--- src/rtl/cpu_pkg.sv ---
// Shared CPU constants: NOP encoding, opcode/funct fields and the default reset vector.
package cpu_pkg;

  localparam logic [31:0] NOP_INSTR        = 32'h0000_0000;
  localparam logic [31:0] DEFAULT_RESET_PC = 32'h0000_0000;
  localparam logic [31:0] PC_STEP          = 32'd4;

  // Primary opcodes, instr[31:26]
  localparam logic [5:0] OP_ARITH = 6'b000000;
  localparam logic [5:0] OP_J     = 6'b000010;
  localparam logic [5:0] OP_JAL   = 6'b000011;
  localparam logic [5:0] OP_BEQ   = 6'b000100;
  localparam logic [5:0] OP_BNE   = 6'b000101;
  localparam logic [5:0] OP_ADDI  = 6'b001000;
  localparam logic [5:0] OP_XORI  = 6'b001110;
  localparam logic [5:0] OP_LW    = 6'b100011;
  localparam logic [5:0] OP_SW    = 6'b101011;

  // R-type funct codes, instr[5:0]
  localparam logic [5:0] FN_JR  = 6'b001000;
  localparam logic [5:0] FN_ADD = 6'b100000;
  localparam logic [5:0] FN_SUB = 6'b100010;
  localparam logic [5:0] FN_SLT = 6'b101010;

  typedef enum logic [1:0] {
    PC_HOLD     = 2'd0,
    PC_ADVANCE  = 2'd1,
    PC_REDIRECT = 2'd2
  } pc_sel_e;

endpackage

--- src/rtl/fetch_pc_reg.sv ---
// Program counter with +4 adder and reset > redirect > stall > advance next-PC selection.
module fetch_pc_reg
  import cpu_pkg::*;
#(
  parameter logic [31:0] RESET_PC = DEFAULT_RESET_PC
) (
  input  logic        clk,
  input  logic        rst_i,
  input  logic        stall_i,
  input  logic        redirect_i,
  input  logic [31:0] redirect_pc_i,
  output logic [31:0] pc_o,
  output logic [31:0] pc_plus_four_o,
  output pc_sel_e     pc_sel_o
);

  logic [31:0] pc_q;
  logic [31:0] pc_d;
  logic [31:0] target_pc;
  pc_sel_e     pc_sel;

  // Targets are word aligned; the low two bits of the request are dropped.
  assign target_pc      = redirect_pc_i & ~32'h3;
  assign pc_plus_four_o = pc_q + PC_STEP;

  always_comb begin
    pc_sel = PC_ADVANCE;
    if (redirect_i) begin
      pc_sel = PC_REDIRECT;
    end else if (stall_i) begin
      pc_sel = PC_HOLD;
    end
  end

  always_comb begin
    pc_d = pc_q;
    unique case (pc_sel)
      PC_REDIRECT: pc_d = target_pc;
      PC_ADVANCE:  pc_d = pc_plus_four_o;
      default:     pc_d = pc_q;
    endcase
  end

  always_ff @(posedge clk or posedge rst_i) begin
    if (rst_i) begin
      pc_q <= RESET_PC & ~32'h3;
    end else begin
      pc_q <= pc_d;
    end
  end

  assign pc_o     = pc_q;
  assign pc_sel_o = pc_sel;

endmodule

--- src/rtl/fetch_stage.sv ---
// Instruction fetch stage and IF/ID register. Define FETCH_STATS_EN to add the
// fetch_count / bubble_count statistics outputs.
module fetch_stage
  import cpu_pkg::*;
#(
  parameter logic [31:0] RESET_PC = DEFAULT_RESET_PC
) (
  input  logic        clk,
  input  logic        reset,
  input  logic        stall,
  input  logic        redirect,
  input  logic [31:0] redirect_pc,
  output logic [31:0] imem_addr,
  input  logic [31:0] imem_data,
  output logic [31:0] id_instr,
  output logic [31:0] id_pc_plus_four,
`ifdef FETCH_STATS_EN
  output logic        id_valid,
  output logic [31:0] fetch_count,
  output logic [31:0] bubble_count
`else
  output logic        id_valid
`endif
);

  logic [31:0] pc;
  logic [31:0] pc_plus_four;
  pc_sel_e     pc_sel;

  fetch_pc_reg #(
    .RESET_PC(RESET_PC)
  ) u_pc (
    .clk           (clk),
    .rst_i         (reset),
    .stall_i       (stall),
    .redirect_i    (redirect),
    .redirect_pc_i (redirect_pc),
    .pc_o          (pc),
    .pc_plus_four_o(pc_plus_four),
    .pc_sel_o      (pc_sel)
  );

  assign imem_addr = pc;

  // IF -> ID boundary
  logic [31:0] instr_q, instr_d;
  logic [31:0] ppf_q, ppf_d;
  logic        valid_q, valid_d;

  always_comb begin
    instr_d = instr_q;
    ppf_d   = ppf_q;
    valid_d = valid_q;
    unique case (pc_sel)
      PC_REDIRECT: begin
        instr_d = NOP_INSTR;
        ppf_d   = 32'h0;
        valid_d = 1'b0;
      end
      PC_ADVANCE: begin
        instr_d = imem_data;
        ppf_d   = pc_plus_four;
        valid_d = 1'b1;
      end
      default: ;
    endcase
  end

  always_ff @(posedge clk or posedge reset) begin
    if (reset) begin
      instr_q <= NOP_INSTR;
      ppf_q   <= 32'h0;
      valid_q <= 1'b0;
    end else begin
      instr_q <= instr_d;
      ppf_q   <= ppf_d;
      valid_q <= valid_d;
    end
  end

  assign id_instr        = instr_q;
  assign id_pc_plus_four = ppf_q;
  assign id_valid        = valid_q;

`ifdef FETCH_STATS_EN
  logic [31:0] fetch_cnt_q, fetch_cnt_d;
  logic [31:0] bubble_cnt_q, bubble_cnt_d;

  always_comb begin
    fetch_cnt_d  = fetch_cnt_q;
    bubble_cnt_d = bubble_cnt_q;
    if (pc_sel == PC_ADVANCE) begin
      fetch_cnt_d = fetch_cnt_q + 32'd1;
    end
    if (pc_sel == PC_REDIRECT) begin
      bubble_cnt_d = bubble_cnt_q + 32'd1;
    end
  end

  always_ff @(posedge clk or posedge reset) begin
    if (reset) begin
      fetch_cnt_q  <= 32'h0;
      bubble_cnt_q <= 32'h0;
    end else begin
      fetch_cnt_q  <= fetch_cnt_d;
      bubble_cnt_q <= bubble_cnt_d;
    end
  end

  assign fetch_count  = fetch_cnt_q;
  assign bubble_count = bubble_cnt_q;
`endif

endmodule

--- config.mk ---
export PLATFORM = sky130hd
export DESIGN_NAME = fetch_stage
export DESIGN_NICKNAME = d
export VERILOG_FILES = /design/src/rtl/cpu_pkg.sv /design/src/rtl/fetch_pc_reg.sv /design/src/rtl/fetch_stage.sv
export SDC_FILE = /design/constraint.sdc
export NUM_CORES = 1
export LEC_CHECK = 0
export ABC_AREA = 1
export CORE_AREA = 2 2 103 105
export DETAILED_ROUTE_END_ITERATION = 10
export DIE_AREA = 0 0 105 107
export PLACE_DENSITY = 0.82
export RECOVER_POWER = 100
export SLEW_MARGIN = 5
export SYNTH_ARGS = -nofsm -noshare
export SYNTH_HDL_FRONTEND = slang
export SYNTH_SLANG_ARGS = --single-unit
--- constraint.sdc ---
create_clock -name clk -period 3.54 [get_ports clk]
set_input_delay 0.708 -clock clk [delete_from_list [all_inputs] [get_ports clk]]
set_output_delay 0.708 -clock clk [all_outputs]
set_load 0.005 [all_outputs]
==> impl_metrics.yaml, run 1 <==
status:
  outcome: "complete, no violations"
floorplan:
  dieHeight_um: 107
  rows: 37
  die_x_um: 105
  io_pins: 165
  coreArea_mm2: 0.0101
  start_util_pct: 43.5
  dieArea_mm2: 0.0112
sta:
  slew_headroom_pct: 25.8
  worstMarginPinSlew_ns: 1.11
  rsz0062_at_grt: "false"
  finalCritPeriodShare_pct: 79.2
  slew_viol_final: 0
  hold_viol: 0
  setup-tns-final_ns: 0
  fin_crit_ns: 2.80
  fmaxAchievable_ghz: 0.357
  skew_ns: 0.0154
  final-setup-viol-count: 0
global_route:
  grt_pass1_vias: 4087
  grt_start_max_net_pins: 67
  antenna_found_initial: 0
  grt_pass1_wl_um: 19900
  grt_overflow: 0
  grt_usage_pct: 22.5
place:
  hpwl_um: 9180
  gp_congestion: 0.881
  io_buffer_count: 158
cts:
  clk_pin_slew_ns: 0.09
  ctsResizeCount: 0
  cts_setup_buffers: 0
  clock_sinks: 93
  clockRootBuffer: "clkbuf_8"
  cts_tree: "done"
  cts_max_path_buffers: 2
  cts_hold_buffers: 0
  insertion_delay_ns: 0.37
  cts_made_buffers: 9
  cts_max_level: 3
synthesis:
  yosys-top-cells-area: "dfrtp_1, nand2_1, a22o_1, nand3_1, inv_1"
  synth_top_area_share_pct: 53.0
  ys_warn_count: 0
  avgSynthCellArea_um2: 8.50
  ys_seq_elements: 93
  synthCells: 516
  synth.largest_area_cell: "dfrtp_1"
  netlist_area_mm2: 0.00439
  synth_cell_types: 30
  ys_seq_area_share_pct: 53.0
final_layout:
  fill_cells: 917
  area_growth_pct: 42.9
  n_antenna_cell: 0
  final_util_pct: 62.1
  multiInputGateArea_mm2: 0.00175
  final_layout_size_suffix_gt1_share_pct: 7.23
  seq_area_mm2: 0.00233
  nets: 742
setup_path:
  crit_type: "primary input to register"
  start_kind: "primary input"
  cp_max_fo: 32
  crit_required_ns: 3.85
  critPathArrivalTime_ns: 3.11
  critPathCaptureType: "register"
pwr:
  power_frac_comb_pct: 19.2
  power_leakage_nw: 3.20
  switchingPower_uw: 676
  netSwitchingFraction_pct: 28.9
  powerDensity_mw_per_mm2: 373
  vdd_ir_drop_max_uv: 181
  p_seq_share_pct: 52.2
  intPower_mw: 1.66
  clock_power_share_pct: 28.6
route:
  vias: 4060
  drtPass1Iterations: 5
  drt-initial-drc-count: 197
  drc: 0
  avgViaCountPerCell: 4.99
  drtAntennaViolNets: 0
  wl_um: 12300
  wl_per_cell_um: 15.1
run:
  drv_cap: 0
hold_path:
  hold_path_class: "register to register"
area by class of cell:
class | instances | area share, %
Inverter | 53 | 3.19
Timing Repair Buffer | 165 | 26.1
Clock buffer | 11 | 2.25
Sequential cell | 93 | 37.1
Clock inverter | 5 | 0.658
Tap cell | 136 | 2.71
Multi-Input combinational cell | 351 | 28.0
power by group through the flow:
| stage | combinational, mW | sequential [mW] | clock [mW] |
|---|---|---|---|
| 3_5_place_dp | 0.490 | 1.24 | 0 |
| 6_report | 0.449 | 1.22 | 0.669 |
| 3_3_place_gp | 0.476 | 1.24 | 0 |
| 5_1_grt | 0.499 | 1.23 | 0.720 |
| 4_1_cts | 0.491 | 1.22 | 0.683 |
| 2_1_floorplan | 0.190 | 1.23 | 0 |
layout by cell type, fill, tap and decap left out, types with 6 or more instances in the layout:
master           count
o211ai_1             7
a22o_1              32
a21oi_1              9
nand2_1            180
inv_1               45
nor2_2               6
nand3_1             43
dfrtp_1             93
clkbuf_8            10
clkdlybuf4s50_1     63
inv_2                7
o21ai_0             13
dlygate4sd3_1       95
nor2_1              23
cells in the mapped netlist, drive strengths merged:
| cell type | number |
|---|---|
| nand4 | 4 |
| or2 | 1 |
| a22o | 32 |
| o21ai | 18 |
| o211ai | 7 |
| a21oi | 9 |
| ha | 1 |
| dfrtp | 93 |
| nand3 | 44 |
| nand2 | 186 |
| conb | 1 |
| buf | 12 |
| nor3 | 3 |
| xnor2 | 1 |
| inv | 53 |
| nor2 | 36 |
| clkbuf | 10 |
| xor2 | 2 |
| a22oi | 3 |
routing by layer:
layer,global-route usage [%],up-vias,share of wire (%)
met5,0,-,0
met4,10.5,0,2.1
met3,6.99,26,8.9
met2,36.5,177,47
met1,27.6,1886,42
li1,-,1971,-
worst max-delay path, cell delays in order:
cell           delay, ns
dlygate4sd3_1       0.74
nor2_1              0.77
clkbuf_2            0.62
a22o_1              0.26
registers in the layout (all words and copies together) (netlist names):
signal / flops
id_instr: 32
id_valid: 1
id_pc_plus_four: 30
u_pc.pc_o: 30
cell families after synthesis:
family	after synthesis	synth area share, %
compound gates	69	11.4
xor+xnor	3	0.599
buf+inv	75	6.99
fa+ha+maj	1	0.285
simple gates	274	27.6
flops	93	53.0
other cells	1	0.0855
final timing paths:
path                       cells past startpoint               start  slack [ns]                   to
max                                            4            redirect        0.74         id_instr[19]
min                                            2  id_pc_plus_four[9]        0.48   id_pc_plus_four[9]
max reg2reg                                    8        u_pc.pc_o[3]        1.79  id_pc_plus_four[16]
min reg2reg                                    2  id_pc_plus_four[9]        0.48   id_pc_plus_four[9]
max in group asynchronous                      3               reset        1.22   id_pc_plus_four[2]
min in group asynchronous                      2               reset        1.01          id_instr[5]
metrics by stage:
step / instance area [um2] / power (mW) / std cells / hold WS [ns] / worst slack (ns)
3_5_place_dp: 6120 / 1.73 / 798 / 0.465 / 0.887
2_1_floorplan: 4400 / 1.42 / 519 / 0.465 / 0.412
5_1_grt: 6270 / 2.45 / 814 / 0.512 / 0.577
3_3_place_gp: 6120 / 1.72 / 798 / 0.459 / 0.951
6_report: 6270 / 2.34 / 814 / 0.478 / 0.735
4_1_cts: 6300 / 2.40 / 814 / 0.487 / 1.26
(Power assumes the default switching activity.)
==> run 2: changes to the inputs <==
--- a/config.mk
+++ b/config.mk
@@ -6,10 +6,10 @@
 export NUM_CORES = 1
 export LEC_CHECK = 0
 export ABC_AREA = 1
-export CORE_AREA = 2 2 103 105
+export CORE_AREA = 2 2 108 110
 export DETAILED_ROUTE_END_ITERATION = 10
-export DIE_AREA = 0 0 105 107
-export PLACE_DENSITY = 0.82
+export DIE_AREA = 0 0 110 112
+export PLACE_DENSITY = 0.79
 export RECOVER_POWER = 100
 export SLEW_MARGIN = 5
 export SYNTH_ARGS = -nofsm -noshare
==> constraint.sdc (replaced) <==
create_clock -name clk -period 2.37 [get_ports clk]
set_input_delay 0.474 -clock clk [delete_from_list [all_inputs] [get_ports clk]]
set_output_delay 0.474 -clock clk [all_outputs]
set_load 0.005 [all_outputs]
==> impl_metrics.yaml, run 2 (synthesis gave the netlist of run 1 again) <==
status:
  outcome: "complete, no violations"
pwr:
  power_mw: 3.96
  clock_power_share_pct: 36.7
  switchingPower_mw: 1.04
  netSwitchingFraction_pct: 26.3
  intPower_mw: 2.92
  power_leakage_nw: 3.28
  powerDensity_mw_per_mm2: 617
  vdd_ir_drop_max_uv: 314
  power_frac_comb_pct: 17.2
  p_seq_share_pct: 46.1
cts:
  insertion_delay_ns: 0.34
  clk_pin_slew_ns: 0.07
  cts_max_level: 3
  ctsResizeCount: 0
  cts_hold_buffers: 0
  cts_made_buffers: 9
  clockRootBuffer: "clkbuf_16"
  cts_setup_buffers: 0
  cts_tree: "done"
  clock_sinks: 93
  cts_max_path_buffers: 2
route:
  vias: 4160
  wl_per_cell_um: 15.5
  drtPass1Iterations: 4
  drc: 0
  wl_um: 12800
  drtAntennaViolNets: 0
  drt-initial-drc-count: 203
  avgViaCountPerCell: 5.05
setup_path:
  start_kind: "register"
  reg2regPathDepth: 8
  cp_cell_sequence: "ha_1 > nand2_1 > inv_1 > nand3_1 > nor2_1 > nand2_1 > o211ai_2 > nand2_1"
  path_common_cell: "nand2_1"
  slowest_delay_ns: 0.42
  crit_type: "register to register"
  critPathArrivalTime_ns: 2.22
  cpMaxStageDelayCell: "nor2_1"
  startpoint: "u_pc.pc_o[3]"
  cp_max_fo: 6
  r2r_end: "id_pc_plus_four[16]"
  rr_startpoint: "u_pc.pc_o[3]"
  crit_required_ns: 2.59
  critPathCaptureType: "register"
  r2r_slack_ns: 0.38
place:
  place_ws_ns: 0.393
  io_buffer_count: 158
  gp_congestion: 0.861
  dp.cells: 807
  placed_area_mm2: 0.00618
  hpwl_um: 9580
global_route:
  grt_pass1_wl_um: 20900
  met1_usage_pct: 27.0
  busiest_layer: "met2"
  met3_usage_pct: 6.26
  grt_usage_pct: 21.9
  grt_overflow: 0
  grtUsageMet2_pct: 35.7
  grt_pass1_vias: 4375
  antenna_found_initial: 0
  grt_start_max_net_pins: 42
hold_path:
  hold_path_class: "register to register"
  hold_path_end: "id_pc_plus_four[13]"
  hp-start: "id_pc_plus_four[13]"
  min_path_cells: 2
floorplan:
  start_util_pct: 39.3
  die_x_um: 110
  rows: 39
  dieArea_mm2: 0.0123
  io_pins: 165
  coreArea_mm2: 0.0112
  dieHeight_um: 112
final_layout:
  nets: 744
  fin_cells: 823
  area_growth_pct: 46.4
  layout_commonest_cell: "nand2_1"
  largest_reg_flops: 32
  most-common-layout-cells: "nand2_1, dlygate4sd3_1, dfrtp_1"
  n_antenna_cell: 0
  final_util_pct: 57.5
  final_layout_size_suffix_gt1_share_pct: 7.65
  finalInstanceArea_mm2: 0.00642
sta:
  fin_crit_ns: 1.99
  skew_ns: 0.0107
  final-setup-viol-count: 0
  finalCritPeriodShare_pct: 84.1
  slew_viol_final: 0
  setup-tns-final_ns: 0
  hold_viol: 0
  rsz0062_at_grt: "false"
  fmaxAchievable_ghz: 0.502
  setup_ws_ns: 0.377
  whs_ns: 0.478
  worstMarginPinSlew_ns: 0.971
  slew_headroom_pct: 34.9
run:
  drv_cap: 0
[run 2: layout make-up]
type | instances | area, um2
multi-input cells | 351 | 1760
repair buffers | 167 | 1660
clock buffers | 11 | 243
fillers | 965 | 4750
well taps | 143 | 179
flip-flops and latches | 93 | 2330
inverters | 53 | 200
clock inverters | 5 | 57.6
[run 2: how the worst max path moves through the flow]
stage / slack (ns) / to
6_report: 0.38 / id_pc_plus_four[16]
5_1_grt: 0.22 / id_pc_plus_four[16]
4_1_cts: 0.46 / imem_addr[13]
3_5_place_dp: 0.39 / id_instr[29]
3_3_place_gp: 0.46 / u_pc.pc_o[29]
2_1_floorplan: 0.80 / id_instr[0]
[run 2: power groups by stage]
stage	Sequential (mW)	Combinational, mW	Clock [mW]
3_5_place_dp	1.86	0.746	0
5_1_grt	1.84	0.758	1.54
2_1_floorplan	1.84	0.284	0
6_report	1.83	0.682	1.45
3_3_place_gp	1.86	0.725	0
4_1_cts	1.83	0.749	1.48
[run 2: critical path, delay by kind of cell (launching register included)]
| family | cells | cell delay (ns) |
|---|---|---|
| AOI/OAI and AO/OA | 1 | 0.21 |
| adders and majority gates | 1 | 0.19 |
| buffers and inverters | 1 | 0.13 |
| DFF | 1 | 0.41 |
| and+or+nand+nor | 5 | 0.95 |
[run 2: layer usage]
layer | up-vias | wire (um)
met4 | 0 | 202
met2 | 187 | 6220
met3 | 17 | 1220
met1 | 1966 | 5150
met5 | - | 0
li1 | 1990 | -
==> run 3: changes to the inputs <==
==> constraint.sdc (replaced) <==
create_clock -name clk -period 1.8 [get_ports clk]
set_input_delay 0.36 -clock clk [delete_from_list [all_inputs] [get_ports clk]]
set_output_delay 0.36 -clock clk [all_outputs]
set_load 0.005 [all_outputs]
==> impl_metrics.yaml, run 3 (synthesis gave the netlist of run 1 again) <==
setup_path:
  reg2regPathDepth: 9
  rr_startpoint: "u_pc.pc_o[3]"
  startpoint: "u_pc.pc_o[12]"
  start_kind: "register"
  r2r_end: "u_pc.pc_o[26]"
  worst-path-stages: 1
  critical_path_buf_inv_count: 1
  crit_type: "register to output port"
  crit_required_ns: 1.44
  r2r_slack_ns: 0.15
  cp_top_family: "buffers and inverters"
  critPathArrivalTime_ns: 1.37
  slowest_delay_ns: 0.60
  cp_max_fo: 5
  crit_path_end: "imem_addr[12]"
  critPathCaptureType: "output port"
  cpMaxStageDelayCell: "dlygate4sd3_1"
  cp_cell_sequence: "dlygate4sd3_1"
final_layout:
  multiInputGateArea_mm2: 0.00177
  fill_cells: 979
  seq_area_mm2: 0.00233
  n_antenna_cell: 0
  final_layout_size_suffix_gt1_share_pct: 8.35
  area_growth_pct: 47.8
  layout_commonest_cell: "nand2_1"
  largest_reg_flops: 32
  fin_cells: 826
  nets: 748
  most-common-layout-cells: "nand2_1, dfrtp_1, dlygate4sd3_1"
sta:
  slew_headroom_pct: 42.1
  whs_ns: 0.478
  setup-tns-final_ns: 0
  worstMarginPinSlew_ns: 0.869
  rsz0062_at_grt: "false"
  slew_viol_final: 0
  final-setup-viol-count: 0
  finalCritPeriodShare_pct: 96.3
  fin_crit_ns: 1.73
  fmaxAchievable_ghz: 0.577
  skew_ns: 0.00542
  hold_viol: 0
global_route:
  grt_pass1_vias: 4372
  grt_pass1_wl_um: 21000
  antenna_found_initial: 0
  grt_start_max_net_pins: 57
  grt_overflow: 0
  grt_usage_pct: 22.0
pwr:
  clock_power_share_pct: 37.1
  vdd_ir_drop_max_uv: 371
  power_leakage_nw: 3.28
  power_mw: 5.30
  switchingPower_mw: 1.34
  powerDensity_mw_per_mm2: 817
  power_frac_comb_pct: 17.3
  netSwitchingFraction_pct: 25.3
  intPower_mw: 3.96
  p_seq_share_pct: 45.5
route:
  drt-initial-drc-count: 221
  avgViaCountPerCell: 5.04
  drtPass1Iterations: 5
  drtAntennaViolNets: 0
  drc: 0
  vias: 4163
  wl_um: 13100
  wl_per_cell_um: 15.8
place:
  io_buffer_count: 158
  hpwl_um: 9760
  dp.cells: 810
  gp_congestion: 0.882
floorplan:
  coreArea_mm2: 0.0112
  io_pins: 165
  dieHeight_um: 112
  rows: 39
  dieArea_mm2: 0.0123
  die_x_um: 110
  start_util_pct: 39.3
cts:
  cts_max_path_buffers: 2
  cts_max_level: 3
  cts_made_buffers: 9
  cts_hold_buffers: 0
  clockRootBuffer: "clkbuf_16"
  cts_tree: "done"
  clock_sinks: 93
  insertion_delay_ns: 0.34
  clk_pin_slew_ns: 0.06
hold_path:
  hold_path_class: "register to register"
run:
  drv_cap: 0
status:
  outcome: "complete, no violations"
## run 3: cell count changes in the layout (fill, tap and decap cells not counted), sizes merged
cell	delta
clkdlybuf4s50	+14
inv	-2
buf	+4
dlygate4sd3	-14
bufinv	+1
## run 3: final cells by class
type                            count  share of cell area, %
Sequential cell                    93                   35.9
Multi-Input combinational cell    351                   27.3
Clock inverter                      4                   1.14
Timing Repair Buffer              171                   26.2
Tap cell                          143                   2.76
Clock buffer                       11                   3.59
Inverter                           53                   3.13
## run 3: repair_timing
action,in CTS,in global routing
resized for setup,0,3
endpoints found under the setup margin,0,7
setup buffers,0,1
## run 3: through the flow
stage | area (um2) | utilization (%) | worst slack [ns]
after floorplan | 4400 | - | 0.348
after global placement | 6210 | 55.5 | 0.0585
after detailed placement | 6210 | 55.5 | -0.0288
after CTS | 6510 | 58.3 | 0.0378
after global routing | 6480 | 58.0 | 0.00888
final | 6480 | 58.0 | 0.0670
## run 3: power by group through the flow
stage	logic [mW]	registers [mW]	clock network, mW
floorplan	0.374	2.43	0
global route	1.02	2.43	2.09
CTS	0.992	2.41	2.01
global placement	0.959	2.44	0
finish	0.919	2.41	1.97
detailed placement	0.988	2.45	0
## run 3: layer usage
metal	global-route usage, %	wire length (um)	up-vias
met5	0	0	-
met4	8.86	256	0
met3	7.55	1320	26
met2	35.7	6340	214
met1	26.6	5150	1943
li1	-	-	1980
## run 3: how the worst min path moves through the flow
stage	startpoint	to	slack, ns	cells past startpoint
finish	id_pc_plus_four[21]	id_pc_plus_four[21]	0.48	2
global route	id_pc_plus_four[31]	id_pc_plus_four[31]	0.50	2
CTS	reset	id_pc_plus_four[7]	0.47	3
detailed placement	id_pc_plus_four[28]	id_pc_plus_four[28]	0.47	2
global placement	id_pc_plus_four[3]	id_pc_plus_four[3]	0.46	2
floorplan	id_pc_plus_four[2]	id_pc_plus_four[2]	0.47	2
## run 3: tightest hold or removal path: stages, from the launching register on
cell and delay, ns:
dfrtp_1 0.34, nand2_1 0.05, nand2_1 0.06
